## src/rtl/load_store_unit.sv

```systemverilog
// RV32I load/store unit: turns core accesses (lb/lh/lw/lbu/lhu/sb/sh/sw) into
// word-wide memory requests with byte strobes, extends load data and reports errors.
module load_store_unit #(
  parameter int TIMEOUT_CYCLES = 16,
  parameter int CNT_W          = 5
) (
  input  logic        clk,
  input  logic        reset,
  input  logic        req_valid,
  output logic        req_ready,
  input  logic        req_we,
  input  logic [2:0]  req_funct3,
  input  logic [31:0] req_addr,
  input  logic [31:0] req_wdata,
  output logic        resp_valid,
  output logic [31:0] resp_rdata,
  output logic        resp_err,
  output logic        mem_req,
  output logic        mem_we,
  output logic [31:0] mem_addr,
  output logic [3:0]  mem_wstrb,
  output logic [31:0] mem_wdata,
  input  logic        mem_ack,
  input  logic [31:0] mem_rdata,
  output logic [1:0]  dbg_state
);

  // Core side: an access transfers on a rising edge where req_valid && req_ready.
  // Memory side: mem_req is held with stable address/data until the edge where
  // mem_ack is sampled high (or the timeout abort). The response is a single
  // resp_valid cycle with no back-pressure.

  typedef enum logic [1:0] {
    IDLE = 2'd0,
    WAIT = 2'd1,
    RESP = 2'd2
  } state_t;

  state_t      state_q, state_d;
  logic [CNT_W-1:0] cnt_q, cnt_d;
  logic        we_q, we_d;
  logic [2:0]  funct3_q, funct3_d;
  logic [1:0]  off_q, off_d;
  logic        mem_req_q, mem_req_d;
  logic        mem_we_q, mem_we_d;
  logic [31:0] mem_addr_q, mem_addr_d;
  logic [3:0]  mem_wstrb_q, mem_wstrb_d;
  logic [31:0] mem_wdata_q, mem_wdata_d;
  logic        resp_err_q, resp_err_d;
  logic [31:0] resp_rdata_q, resp_rdata_d;

  logic        req_legal;
  logic        req_misaligned;
  logic [3:0]  st_strb;
  logic [31:0] st_data;
  logic [31:0] ld_shifted;
  logic [15:0] ld_half;
  logic [31:0] ld_value;
  logic        timeout_hit;

  // Request decode: funct3[1:0] is the access size, funct3[2] the unsigned flag.
  always_comb begin
    req_legal      = 1'b0;
    req_misaligned = 1'b0;
    st_strb        = 4'b0000;
    st_data        = 32'd0;
    if (req_we) req_legal = (req_funct3 == 3'b000) || (req_funct3 == 3'b001) ||
                            (req_funct3 == 3'b010);
    else        req_legal = (req_funct3 == 3'b000) || (req_funct3 == 3'b001) ||
                            (req_funct3 == 3'b010) || (req_funct3 == 3'b100) ||
                            (req_funct3 == 3'b101);
    case (req_funct3[1:0])
      2'b00: begin
        st_strb = 4'b0001 << req_addr[1:0];
        st_data = {4{req_wdata[7:0]}};
      end
      2'b01: begin
        req_misaligned = req_addr[0];
        st_strb        = 4'b0011 << req_addr[1:0];
        st_data        = {2{req_wdata[15:0]}};
      end
      2'b10: begin
        req_misaligned = (req_addr[1:0] != 2'b00);
        st_strb        = 4'b1111;
        st_data        = req_wdata;
      end
      default: begin
        req_misaligned = 1'b0;
        st_strb        = 4'b0000;
        st_data        = 32'd0;
      end
    endcase
  end

  // Load lane extraction uses the byte offset latched at accept time.
  always_comb begin
    ld_shifted = mem_rdata >> {off_q, 3'b000};
    ld_half    = off_q[1] ? mem_rdata[31:16] : mem_rdata[15:0];
    case (funct3_q)
      3'b000:  ld_value = {{24{ld_shifted[7]}}, ld_shifted[7:0]};
      3'b001:  ld_value = {{16{ld_half[15]}}, ld_half};
      3'b010:  ld_value = mem_rdata;
      3'b100:  ld_value = {24'd0, ld_shifted[7:0]};
      3'b101:  ld_value = {16'd0, ld_half};
      default: ld_value = 32'd0;
    endcase
  end

  assign timeout_hit = (cnt_q == CNT_W'(TIMEOUT_CYCLES - 1));

  always_comb begin
    state_d      = state_q;
    cnt_d        = cnt_q;
    we_d         = we_q;
    funct3_d     = funct3_q;
    off_d        = off_q;
    mem_req_d    = mem_req_q;
    mem_we_d     = mem_we_q;
    mem_addr_d   = mem_addr_q;
    mem_wstrb_d  = mem_wstrb_q;
    mem_wdata_d  = mem_wdata_q;
    resp_err_d   = resp_err_q;
    resp_rdata_d = resp_rdata_q;
    case (state_q)
      IDLE: begin
        if (req_valid) begin
          we_d     = req_we;
          funct3_d = req_funct3;
          off_d    = req_addr[1:0];
          if (!req_legal || req_misaligned) begin
            state_d      = RESP;
            resp_err_d   = 1'b1;
            resp_rdata_d = 32'd0;
          end else begin
            state_d     = WAIT;
            cnt_d       = '0;
            mem_req_d   = 1'b1;
            mem_we_d    = req_we;
            mem_addr_d  = {req_addr[31:2], 2'b00};
            mem_wstrb_d = req_we ? st_strb : 4'b0000;
            mem_wdata_d = req_we ? st_data : 32'd0;
          end
        end
      end
      WAIT: begin
        // An ack in the final counted cycle still completes normally.
        if (mem_ack || timeout_hit) begin
          state_d      = RESP;
          cnt_d        = '0;
          mem_req_d    = 1'b0;
          mem_we_d     = 1'b0;
          mem_addr_d   = 32'd0;
          mem_wstrb_d  = 4'b0000;
          mem_wdata_d  = 32'd0;
          resp_err_d   = !mem_ack;
          resp_rdata_d = (mem_ack && !we_q) ? ld_value : 32'd0;
        end else begin
          cnt_d = cnt_q + 1'b1;
        end
      end
      RESP: begin
        state_d      = IDLE;
        resp_err_d   = 1'b0;
        resp_rdata_d = 32'd0;
      end
      default: state_d = IDLE;
    endcase
  end

  always_ff @(posedge clk) begin
    if (reset) begin
      state_q      <= IDLE;
      cnt_q        <= '0;
      we_q         <= 1'b0;
      funct3_q     <= 3'b000;
      off_q        <= 2'b00;
      mem_req_q    <= 1'b0;
      mem_we_q     <= 1'b0;
      mem_addr_q   <= 32'd0;
      mem_wstrb_q  <= 4'b0000;
      mem_wdata_q  <= 32'd0;
      resp_err_q   <= 1'b0;
      resp_rdata_q <= 32'd0;
    end else begin
      state_q      <= state_d;
      cnt_q        <= cnt_d;
      we_q         <= we_d;
      funct3_q     <= funct3_d;
      off_q        <= off_d;
      mem_req_q    <= mem_req_d;
      mem_we_q     <= mem_we_d;
      mem_addr_q   <= mem_addr_d;
      mem_wstrb_q  <= mem_wstrb_d;
      mem_wdata_q  <= mem_wdata_d;
      resp_err_q   <= resp_err_d;
      resp_rdata_q <= resp_rdata_d;
    end
  end

  assign req_ready  = (state_q == IDLE);
  assign resp_valid = (state_q == RESP);
  assign resp_err   = resp_err_q;
  assign resp_rdata = resp_rdata_q;
  assign mem_req    = mem_req_q;
  assign mem_we     = mem_we_q;
  assign mem_addr   = mem_addr_q;
  assign mem_wstrb  = mem_wstrb_q;
  assign mem_wdata  = mem_wdata_q;
  assign dbg_state  = state_q;

endmodule

```

## config.mk

```make
export PLATFORM = sky130hd
export DESIGN_NAME = load_store_unit
export DESIGN_NICKNAME = d
export VERILOG_FILES = /design/src/rtl/load_store_unit.sv
export SDC_FILE = /design/constraint.sdc
export NUM_CORES = 1
export LEC_CHECK = 0
export CORE_MARGIN = 1
export CORE_UTILIZATION = 50
export CTS_CLUSTER_SIZE = 10
export DETAILED_ROUTE_END_ITERATION = 8
export DONT_BUFFER_PORTS = 1
export GPL_ROUTABILITY_DRIVEN = 1
export PLACE_DENSITY_LB_ADDON = 0.3
export SLEW_MARGIN = 25
export SYNTH_ARGS = -nofsm -noshare
export SYNTH_HDL_FRONTEND = slang
export SYNTH_SLANG_ARGS = --single-unit
```

## constraint.sdc

```tcl
create_clock -name clk -period 2.9 [get_ports clk]
set_clock_uncertainty 0.1 [all_clocks]
set_input_delay 0.145 -clock clk [delete_from_list [all_inputs] [get_ports clk]]
set_output_delay 0.145 -clock clk [all_outputs]
set_load 0.1 [all_outputs]
```

Word-level counts from Yosys, hierarchy flattened
Cells that the tools add are included.

Register bits after elaboration: 116. Memory bits (writable): 0. Bits in read-only memories: 0. Memories: 0. Bits in latches: 0. Logic and storage cells: 98.

Multiply operators: 0. Bitwise logic cells: 0. Equality and inequality tests: 17. Div/mod/pow operators: 0. Reduce and logical (&&, ||, !) cells: 22. Shift operators: 3. Muxes and demuxes: 43. $add $sub $neg: 1. $lt $le $gt $ge: 0.

Operator list (number): 2-to-1 mux 32 bit (10); case mux 32 bit (3 select lines) (2); case mux 32 bit (5 select lines) (1); case mux 32 bit (2 select lines) (2); >> shifter 32 x 5 -> 8 bit (1); 2-to-1 mux 16 bit (1); 2-to-1 mux 4 bit (4); 2-to-1 mux 5 bit (3); == test 3 bit, second input constant (4); case mux 4 bit (3 select lines) (1); case mux 5 bit (2 select lines) (1); 2-to-1 mux 1 bit (9); case mux 4 bit (2 select lines) (1); AND reduction 4 bit (2); == test 3 x 1 -> 1 bit, second input constant (2); == test 3 x 2 -> 1 bit, second input constant (2); logical NOT 3 bit (2); logical OR 1 bit (6); 2-to-1 mux 2 bit (3); inequality test 2 bit, second input constant (3); case mux 1 bit (2 select lines) (3); adder 5 x 1 -> 5 bit, second input constant (1); == test 5 x 4 -> 1 bit, second input constant (1); == test 2 x 1 -> 1 bit, second input constant (2); 13 further kinds (19).

Longest topological paths before layout
Gate-level depths: netlist of the first run.

Depth in word-level cells: 11. Mapped depth: 10. Gate-level depth less buffers: 8.

Worst setup path before layout of the first run
Ideal clock, no wire load.

Kind: flip-flop to flip-flop. Start point: register state_q[1], in the netlist dbg_state[1]. End point: register resp_rdata_q[0], in the netlist resp_rdata[0]. Stages on the path, launching flop included: 6. Clock period less this slack: 3.494 ns. Slack: -0.594 ns. Arrival time: 3.271 ns. Data required time: 2.678 ns. Library setup time: 0.122 ns. Path through: dfxtp_1 -> inv_1 -> nor2_1 -> nor3_4 -> buf_6 -> a221o_1.

Word-level cells in the longest chain between the ends: 3. Elaborated cells between the ends (all ways): 9.

RTL lines: from (decl) (line 39) `state_t state_q, state_d;`; from (signal assigned) (line 185) `state_q <= state_d;`; == test 2 bit *; named net resp_valid (line 15) `output logic resp_valid,`; nonzero test 3 bit (no source line); AND reduction 4 bit (no source line); to (signal assigned) (line 196) `resp_rdata_q <= resp_rdata_d;`; to (decl) (line 50) `logic [31:0] resp_rdata_q, resp_rdata_d;`.

The timed path passes the listed nets; every way through them passes the cells marked *. A chain may end at the register's enable or synchronous reset.

Worst setup path in the final report of the first run
Start point: input port req_funct3[1]. End point: register mem_wdata_q[15], in the netlist mem_wdata[15].

Word-level cells in the longest chain between the ends: 10. Elaborated cells between the ends (all ways): 23.

RTL lines: from (decl) (line 12) `input logic [2:0] req_funct3,`; == test 3 x 1 -> 1 bit or logical NOT 3 bit (tied branches) (line 67, 69); logical OR 1 bit (2 in a row) (line 67, 69); logical OR 1 bit (2 in a row) (line 70) `(req_funct3 == 3'b010) || (req_funct3 == 3'b100) ||`; 2-to-1 mux 1 bit (line 67) `if (req_we) req_legal = (req_funct3 == 3'b000) || (req_funct3 == 3'b001) ||`; logical NOT 1 bit (line 130) `if (!req_legal || req_misaligned) begin`; logical OR 1 bit (line 130); inequality test 2 bit (no source line); AND reduction 4 bit (no source line); to (signal assigned) (line 194) `mem_wdata_q <= mem_wdata_d;`; to (decl) (line 48) `logic [31:0] mem_wdata_q, mem_wdata_d;`.

Parallel ways exist; a longest one is shown, timed or not. The select of a mux whose other input is x is not followed.

==> results.cfg, run 1 <==
[status]
outcome = finished clean

[timing]
worst_slew_pin_slew_ns = 1.058
fin_crit_sh_pct = 94.88
fin_tns_setup_ns = 0
fin_crit_ns = 2.752
fin_ws_ns = 0.1483
hold_viol_final = 0
rsz0062_at_grt = false
max_freq_ghz = 0.3634
slew_headroom_pct = 29.36
slew_viol_final = 0
setup_viol = 0

[floorplan]
die_h_um = 99.21
core_um2 = 9196
initial_core_util_pct = 51.37
die_area_um2 = 9842
pin_count = 211
die_w_um = 99.21
rows = 35

[logic_synthesis]
yosys.area_share.xor_xnor_pct = 0
synth_adder_area_share_pct = 1.589
synth_top_area_share_pct = 48.31
async_reset_ff_share_pct = 0
ys_top_cells_by_area = dfxtp_1 (48%), o2bb2ai_1 (9.3%), a22o_1 (7.6%), a21oi_1 (3.0%), a22oi_1 (2.5%)
ys_warn_count = 0
synth_top_family_by_area = compound AO/OA/AOI/OAI gates
synth_edf_count = 0
yosys.area_share.simple_pct = 7.918
ys_types = 57
ys.flop_type = dfxtp_1
synth-compound-area-share_pct = 32.55
synthesis.area_um2 = 4725
muxShareOfSynthArea_pct = 4.078
yosys.area.top_type = dfxtp_1
syn_inst = 445
ys_seq_elements = 114
synth.most_common_cell = dfxtp_1
synth-seq-area-share_pct = 48.31
synthTopCellsByCount = dfxtp_1 (114), o2bb2ai_1 (50), a22o_1 (41)
avgSynthCellArea_um2 = 10.62

[final_layout]
design_area_um2 = 6834
utilization_pct = 74.31
nNetsFinal = 710
area_growth_pct = 44.65
layout-drive-gt1-share_pct = 19.77

[placed_design]
port_buffers = 0
dp_slack_ns = 0.4037
placed_cell_area_um2 = 5204
place_hpwl_um = 8947
gp_congestion = 0.8544

[flow_run]
drv_cap = 0

[clock_network]
clockRootBuffer = clkbuf_8
clkTransAtPathRegs_ns = 0.06
cts.sinks = 114
post_cts_buffers = 0
worstSkewPairLatency_ns = 0.51
htreeDepth = 4
numCtsBuffers = 17
clockBufferDepth = 2
cts_tree = yes

[worst_setup_path]
cp.required_ns = 3.17
cp_data_arrival_time_ns = 3.02
cp_max_fo = 16
setup.worst_path.start_class = input port
cp-end-kind = flop
path_class = in -> reg

[power_and_ir_drop]
finalPower_mw = 4.662
power.density_nw_per_um2 = 682.2
cellLeakagePower_nw = 2.706
peakVddDrop_mv = 0.5067

[grt]
antenna_found_initial = 1
globalRouteOverflowTotal = 0
grt_pass1_vias = 4579
grt_max_degree = 69
grt_use_total_pct = 30.64
grt_pass1_wl_um = 23410

[min_path]
hp-class = in -> reg

[route]
wl_um = 15350
dr_total_vias = 4617
drt-initial-drc-count = 223
avgViaCountPerCell = 6.377
first_pass_iters = 6
avgRoutedWirePerCell_um = 21.20
postRouteAntennaNets = 0
drc_errors = 0
-- area by class of cell --
type / instances / area, um^2
antenna: 1 / 2.502
clock buffer: 21 / 439.2
clock inverter: 10 / 135.1
fill: 580 / 2362
inverter: 11 / 41.29
multi-input combinational: 281 / 2206
sequential: 114 / 2282
tap: 111 / 138.9
timing repair buffer: 175 / 1589
-- critical path, stage by stage --
cell	delay, ns
dlygate4sd3_1	0.64
inv_1	0.11
ha_2	0.28
or2_1	0.39
o211a_4	0.33
nand2_1	0.41
or2_1	0.52
o2bb2ai_1	0.18
-- what timing repair did --
| item | in CTS | in global routing |
|---|---|---|
| resized for setup | 0 | 1 |
| hold endpoints to repair | 113 | 0 |
| setup endpoints to repair | 0 | 20 |
| hold buffers | 105 | 0 |
-- per-layer routing --
metal	global-route usage, %	routed length, um
met1	33.41	5699
met5	0	0
met4	19.12	642
met2	51.28	7488
met3	10.47	1523
-- logic make-up (layout without fill, tap and decap cells) --
logic type / Yosys count / after routing
simple gates: 66 / 66
compound gates: 189 / 189
buf+inv: 51 / 217
other cells: 1 / 3
flops: 114 / 114
mux: 18 / 18
fa+ha+maj: 6 / 6
-- sequential cells by signal, summed over array words and instances (netlist names), 2 cells and up --
name and count:
cnt_q 5, dbg_state 2, funct3_q 3, mem_addr 30, mem_wdata 32, mem_wstrb 4
off_q 2, resp_rdata 32
-- where the power goes --
group / switching (mW) / internal [mW] / total [mW]
combinational: 0.598 / 0.298 / 0.896
clock: 0.708 / 1.32 / 2.03
sequential: 0.117 / 1.62 / 1.74
-- through the flow --
stage	std cells	hold slack (ns)
floorplan	446	0.1705
global placement	587	0.1204
detailed placement	587	0.1231
CTS	723	0.007330
global route	724	0.02604
finish	724	0.02226
-- worst paths after layout --
path                                        to  cells after the start           start  slack, ns
worst min-delay path             resp_rdata[5]                      4   mem_rdata[29]       0.02
worst min register to register  resp_rdata[20]                      1  resp_rdata[20]       0.37
worst max register to register    dbg_state[0]                      8        cnt_q[0]       0.40
worst max-delay path             mem_wdata[15]                      8   req_funct3[1]       0.15
-- cells in the final DEF, fill, tap and decap left out, drive strengths merged, types with 9 or more instances in the layout --
| master | count |
|---|---|
| dfxtp | 114 |
| mux2 | 10 |
| a21oi | 28 |
| clkbuf | 21 |
| buf | 70 |
| a22o | 42 |
| o2bb2ai | 50 |
| a22oi | 16 |
| dlygate4sd3 | 105 |
| nor3 | 10 |
| nor2 | 21 |
| nor3b | 9 |
| inv | 11 |
| o21ai | 9 |
Power figures use the tool's default switching activity.
==> run 2, diff against run 1 <==
Settings changed: CORE_MARGIN 1 to unset, REMOVE_ABC_BUFFERS set to 1.
==> run 2 against run 1 <==
Compared with the run above:
- non-clock buffer count rose by 1
- cell count is 0.14% higher
- clock-buffer cell count fell by 4
- sequential share of layout area hardly changed
- fmax is 4.3% higher
- hold slack worse by 0.0012 ns
- combinational power hardly changed
- sequential power is essentially flat
- register-to-register slack lost 0.08 ns
- clock power is essentially flat
- utilization about the same
- critical endpoint is now mem_wdata[10]
- largest cell class unchanged
- highest routed layer unchanged
==> results.cfg, run 2 (synthesis results as in run 1) <==
[timing]
setup_viol = 0
fin_crit_ns = 2.637
hold_viol_final = 0
fin_tns_setup_ns = 0
slew_headroom_pct = 31.41
max_freq_ghz = 0.3792
slew_viol_final = 0
worst_slew_pin_slew_ns = 1.027
fin_crit_sh_pct = 90.94
rsz0062_at_grt = false

[placed_design]
port_buffers = 0
gp_congestion = 0.8670
placed_cell_area_um2 = 5214
place_hpwl_um = 8962

[power_and_ir_drop]
swShare_pct = 33.77
peakVddDrop_mv = 0.4206
netSwitchingPower_mw = 1.576
comb_power_share_pct = 19.2
cellLeakagePower_nw = 2.730
power_frac_clock_pct = 43.5
power.density_nw_per_um2 = 683.1
seq_power_share_pct = 37.3
p_int_mw = 3.091

[clock_network]
clockRootBuffer = clkbuf_8
clkTransAtPathRegs_ns = 0.07
cts_resized = 0
worstSkewPairLatency_ns = 0.52
clockBufferDepth = 2
numCtsBuffers = 17
cts_tree = yes
cts.sinks = 114
htreeDepth = 4

[grt]
grt_pass1_wl_um = 24730
grt_max_degree = 69
antenna_found_initial = 0
grt_use_total_pct = 32.43
grt_pass1_vias = 4805
globalRouteOverflowTotal = 0

[worst_setup_path]
timing.rr.start = off_q[1]
crit_start = req_funct3[1]
worst-path-stages = 8
path_class = in -> reg
setup.worst_path.start_class = input port
critPathMaxStageDelay_ns = 0.70
path_common_cell = or2_1
r2r-end = resp_rdata[13]
cp_cell_sequence = dlygate4sd3_1 -> inv_1 -> ha_1 -> or2_1 -> o211a_4 -> nand2_1 -> or2_1 -> o2bb2ai_1
crit_buf_inv = 2
cp_top_family = simple AND/OR/NAND/NOR gates
cp-end-kind = flop
rr_worst_depth = 5
cp_data_arrival_time_ns = 2.92
cp_max_fo = 16
cp.required_ns = 3.18
critPathSlowestCell = dlygate4sd3_1
reg2reg_slack_ns = 0.32

[final_layout]
layout-drive-gt1-share_pct = 20.52
antenna_cells = 0
nNetsFinal = 711
layout_commonest_cell = dfxtp_1
area_growth_pct = 44.62
design_area_um2 = 6833
layout_common_cells = dfxtp_1 (114), dlygate4sd3_1 (104), buf_4 (71), o2bb2ai_1 (50), a22o_1 (41)
fill_cells = 585

[route]
dr_total_vias = 4605
avgRoutedWirePerCell_um = 21.92
first_pass_iters = 5
wl_um = 15890
drt-initial-drc-count = 328
postRouteAntennaNets = 0
avgViaCountPerCell = 6.352
drc_errors = 0

[floorplan]
pin_count = 211
die_w_um = 99.21
die_h_um = 99.21
die_area_um2 = 9842
initial_core_util_pct = 51.37
rows = 35
core_um2 = 9196

[min_path]
hp-class = in -> reg
whs_endpoint = resp_rdata[5]
hold_start = mem_rdata[29]
min_path_cells = 4

[flow_run]
drv_cap = 0

[status]
outcome = finished clean
==> run 2: per-stage QoR <==
| step | total power, mW | worst slack, ns | util [%] | hold slack (ns) | std cells |
|---|---|---|---|---|---|
| CTS | 4.648 | 0.4124 | 74.30 | 0.008821 | 725 |
| global placement | 2.487 | 0.4854 | 56.69 | 0.1218 | 589 |
| finish | 4.668 | 0.2629 | 74.30 | 0.02106 | 725 |
| global route | 4.807 | 0.1248 | 74.30 | 0.02076 | 725 |
| detailed placement | 2.500 | 0.4287 | 56.69 | 0.1229 | 589 |
| floorplan | 2.335 | -0.7684 | - | 0.1174 | 406 |
==> run 2: area by class of cell <==
class                           instances  area (um^2)  area share [%]
Clock buffer                           17        414.1           6.061
Clock inverter                         15        163.9           2.399
Inverter                               11        41.29          0.6043
Multi-Input combinational cell        281         2198           32.17
Sequential cell                       114         2282           33.40
Tap cell                              111        138.9           2.033
Timing Repair Buffer                  176         1594           23.33
==> run 2: what timing repair did <==
action | CTS | global route
setup buffers | 0 | 0
hold buffers | 104 | 0
endpoints found under the hold margin | 114 | 0
==> run 2: routing by layer <==
layer	GRT usage (%)	vias to the layer above	wire length [um]
li1	-	2065	-
met1	35.75	2169	5775
met2	55.82	315	7851
met3	11.38	56	1708
met4	15.50	0	557
met5	0	-	0
==> run 2: how the worst max path moves through the flow <==
stage | endpoint | slack [ns]
final | mem_wdata[10] | 0.26
after global placement | resp_rdata[4] | 0.49
after CTS | mem_wdata[28] | 0.41
after global routing | mem_wdata[10] | 0.12
after detailed placement | mem_wdata[28] | 0.43
after floorplan | resp_rdata[0] | -0.77
==> run 2: worst min-delay path, delay by kind of cell <==
kind,cells,cell delay (ns)
AO/OA/AOI/OAI,2,0.20
AND/OR/NAND/NOR,1,0.14
multiplexers,1,0.12
==> run 2: power groups by stage <==
stage / sequential, mW / combinational (mW) / clock (mW)
final: 1.74 / 0.898 / 2.03
after global routing: 1.74 / 0.938 / 2.12
after CTS: 1.74 / 0.869 / 2.04
after detailed placement: 1.77 / 0.731 / 0
after global placement: 1.77 / 0.720 / 0
after floorplan: 2.04 / 0.300 / 0
==> run 3, diff against run 2 <==
Settings changed: CELL_PAD_IN_SITES_DETAIL_PLACEMENT set to 0, CELL_PAD_IN_SITES_GLOBAL_PLACEMENT set to 1, CORE_MARGIN set to 3, CORE_UTILIZATION 50 to 46, REMOVE_ABC_BUFFERS 1 to unset.
==> run 3 against run 2 <==
Compared with the run above:
- flip-flop and latch count unchanged
- sequential share of layout area decreased by 0.60 points
- first-iteration DRC count grew 13%
- die area up 17%
- non-clock buffer count up 9
- combinational power grew 2%
- design area rose by 1.8%
- cell count grew 4.1%
- routed wire length increased by 5.6%
- largest power group unchanged
==> results.cfg, run 3 (synthesis results as in run 1) <==
[min_path]
hp-class = in -> reg
min_path_cells = 3

[flow_run]
drv_cap = 0

[final_layout]
layout-drive-gt1-share_pct = 20.74
antenna_cells = 0
layout_common_cells = dfxtp_1 (114), dlygate4sd3_1 (106), buf_4 (78), o2bb2ai_1 (50), a22o_1 (41)
final_cells = 755
nNetsFinal = 720
fill_cells = 707
utilization_pct = 70.54
layout_commonest_cell = dfxtp_1
area_growth_pct = 47.27
design_area_um2 = 6958

[clock_network]
htreeDepth = 4
cts_resized = 0
worstSkewPairLatency_ns = 0.50
numCtsBuffers = 17
post_cts_buffers = 0
clkTransAtPathRegs_ns = 0.06
cts.sinks = 114
cts_tree = yes
clockBufferDepth = 2
clockRootBuffer = clkbuf_8

[worst_setup_path]
path_class = reg -> reg
cp-end-kind = flop
rr_worst_depth = 8
cp.required_ns = 3.22
setup.worst_path.start_class = flop
cp_data_arrival_time_ns = 2.90
cp_max_fo = 16
reg2reg_slack_ns = 0.32

[floorplan]
pin_count = 211
die_area_um2 = 11520
rows = 36
core_um2 = 9864
die_w_um = 107.3
die_h_um = 107.3
initial_core_util_pct = 47.89

[timing]
fin_crit_ns = 2.580
slew_viol_final = 0
setup_viol = 0
fin_tns_setup_ns = 0
rsz0062_at_grt = false
max_freq_ghz = 0.3876
hold_viol_final = 0
slew_headroom_pct = 27.63
finalHoldWorstSlack_ns = 0.03557
fin_ws_ns = 0.3202
fin_crit_sh_pct = 88.96
worst_slew_pin_slew_ns = 1.084

[grt]
grt_max_degree = 41
grt_use_total_pct = 28.86
antenna_found_initial = 0
grt_pass1_wl_um = 25880
globalRouteOverflowTotal = 0
grt_pass1_vias = 4730

[placed_design]
gp_congestion = 0.8760
place_hpwl_um = 9943
port_buffers = 0
dp_slack_ns = 0.3992
placed_cells = 618
placed_cell_area_um2 = 5299

[route]
wl_met1_um = 6241
drt-initial-drc-count = 370
avgViaCountPerCell = 6.090
avgRoutedWirePerCell_um = 22.24
dr_total_vias = 4598
postRouteAntennaNets = 0
dr_wl_met2_um = 8492
highest_layer = met4
drc_errors = 0
first_pass_iters = 5
wl_um = 16790
wl_met3_um = 1620

[status]
outcome = finished clean

[power_and_ir_drop]
cellLeakagePower_nw = 2.776
power.density_nw_per_um2 = 683.9
finalPower_mw = 4.759
peakVddDrop_mv = 0.4891
==> run 3: changes by cell type in the layout (fill, tap and decap cells not counted), sizes merged <==
cell / delta
clkbuf: +4
dlygate4sd3: +2
inv: -9
bufinv: +3
buf: +7
clkinvlp: +1
==> run 3: path summary, 6_finish.rpt <==
kind | endpoint | start
min reg2reg | mem_wstrb[3] | mem_wstrb[3]
max | mem_wdata[31] | cnt_q[0]
min | mem_wstrb[2] | req_addr[0]
max reg2reg | mem_wdata[31] | cnt_q[0]
==> run 3: critical path: stages, from the launching register on <==
cell	delay [ns]
dfxtp_1	0.34
ha_1	0.24
and3_1	0.19
ha_1	0.16
or3b_1	0.46
o211ai_2	0.15
a22o_2	0.41
buf_4	0.30
o2bb2ai_1	0.15
==> run 3: final cells by class <==
type	count	area (um^2)	area share, %
sequential	114	2282	32.80
multi-input combinational	281	2203	31.67
timing repair buffer	185	1667	23.95
clock buffer	21	439.2	6.312
tap	133	166.4	2.392
clock inverter	10	158.9	2.284
inverter	11	41.29	0.5934
==> run 3: timing repair <==
item,CTS,global route
endpoints found under the hold margin,113,0
hold buffers,106,0
setup endpoints to repair,0,0
==> run 3: per-layer routing <==
layer  vias up  GRT usage (%)
met5         -              0
met4         0          12.89
met3        43          9.718
met2       290          49.15
met1      2195          32.72
li1       2070              -
==> run 3: report_power, final <==
| part | leakage (nW) | switching [mW] | internal, mW | total [mW] |
|---|---|---|---|---|
| Combinational | 1.57 | 0.616 | 0.302 | 0.918 |
| Sequential | 0.923 | 0.106 | 1.62 | 1.73 |
| Clock | 0.288 | 0.704 | 1.41 | 2.11 |
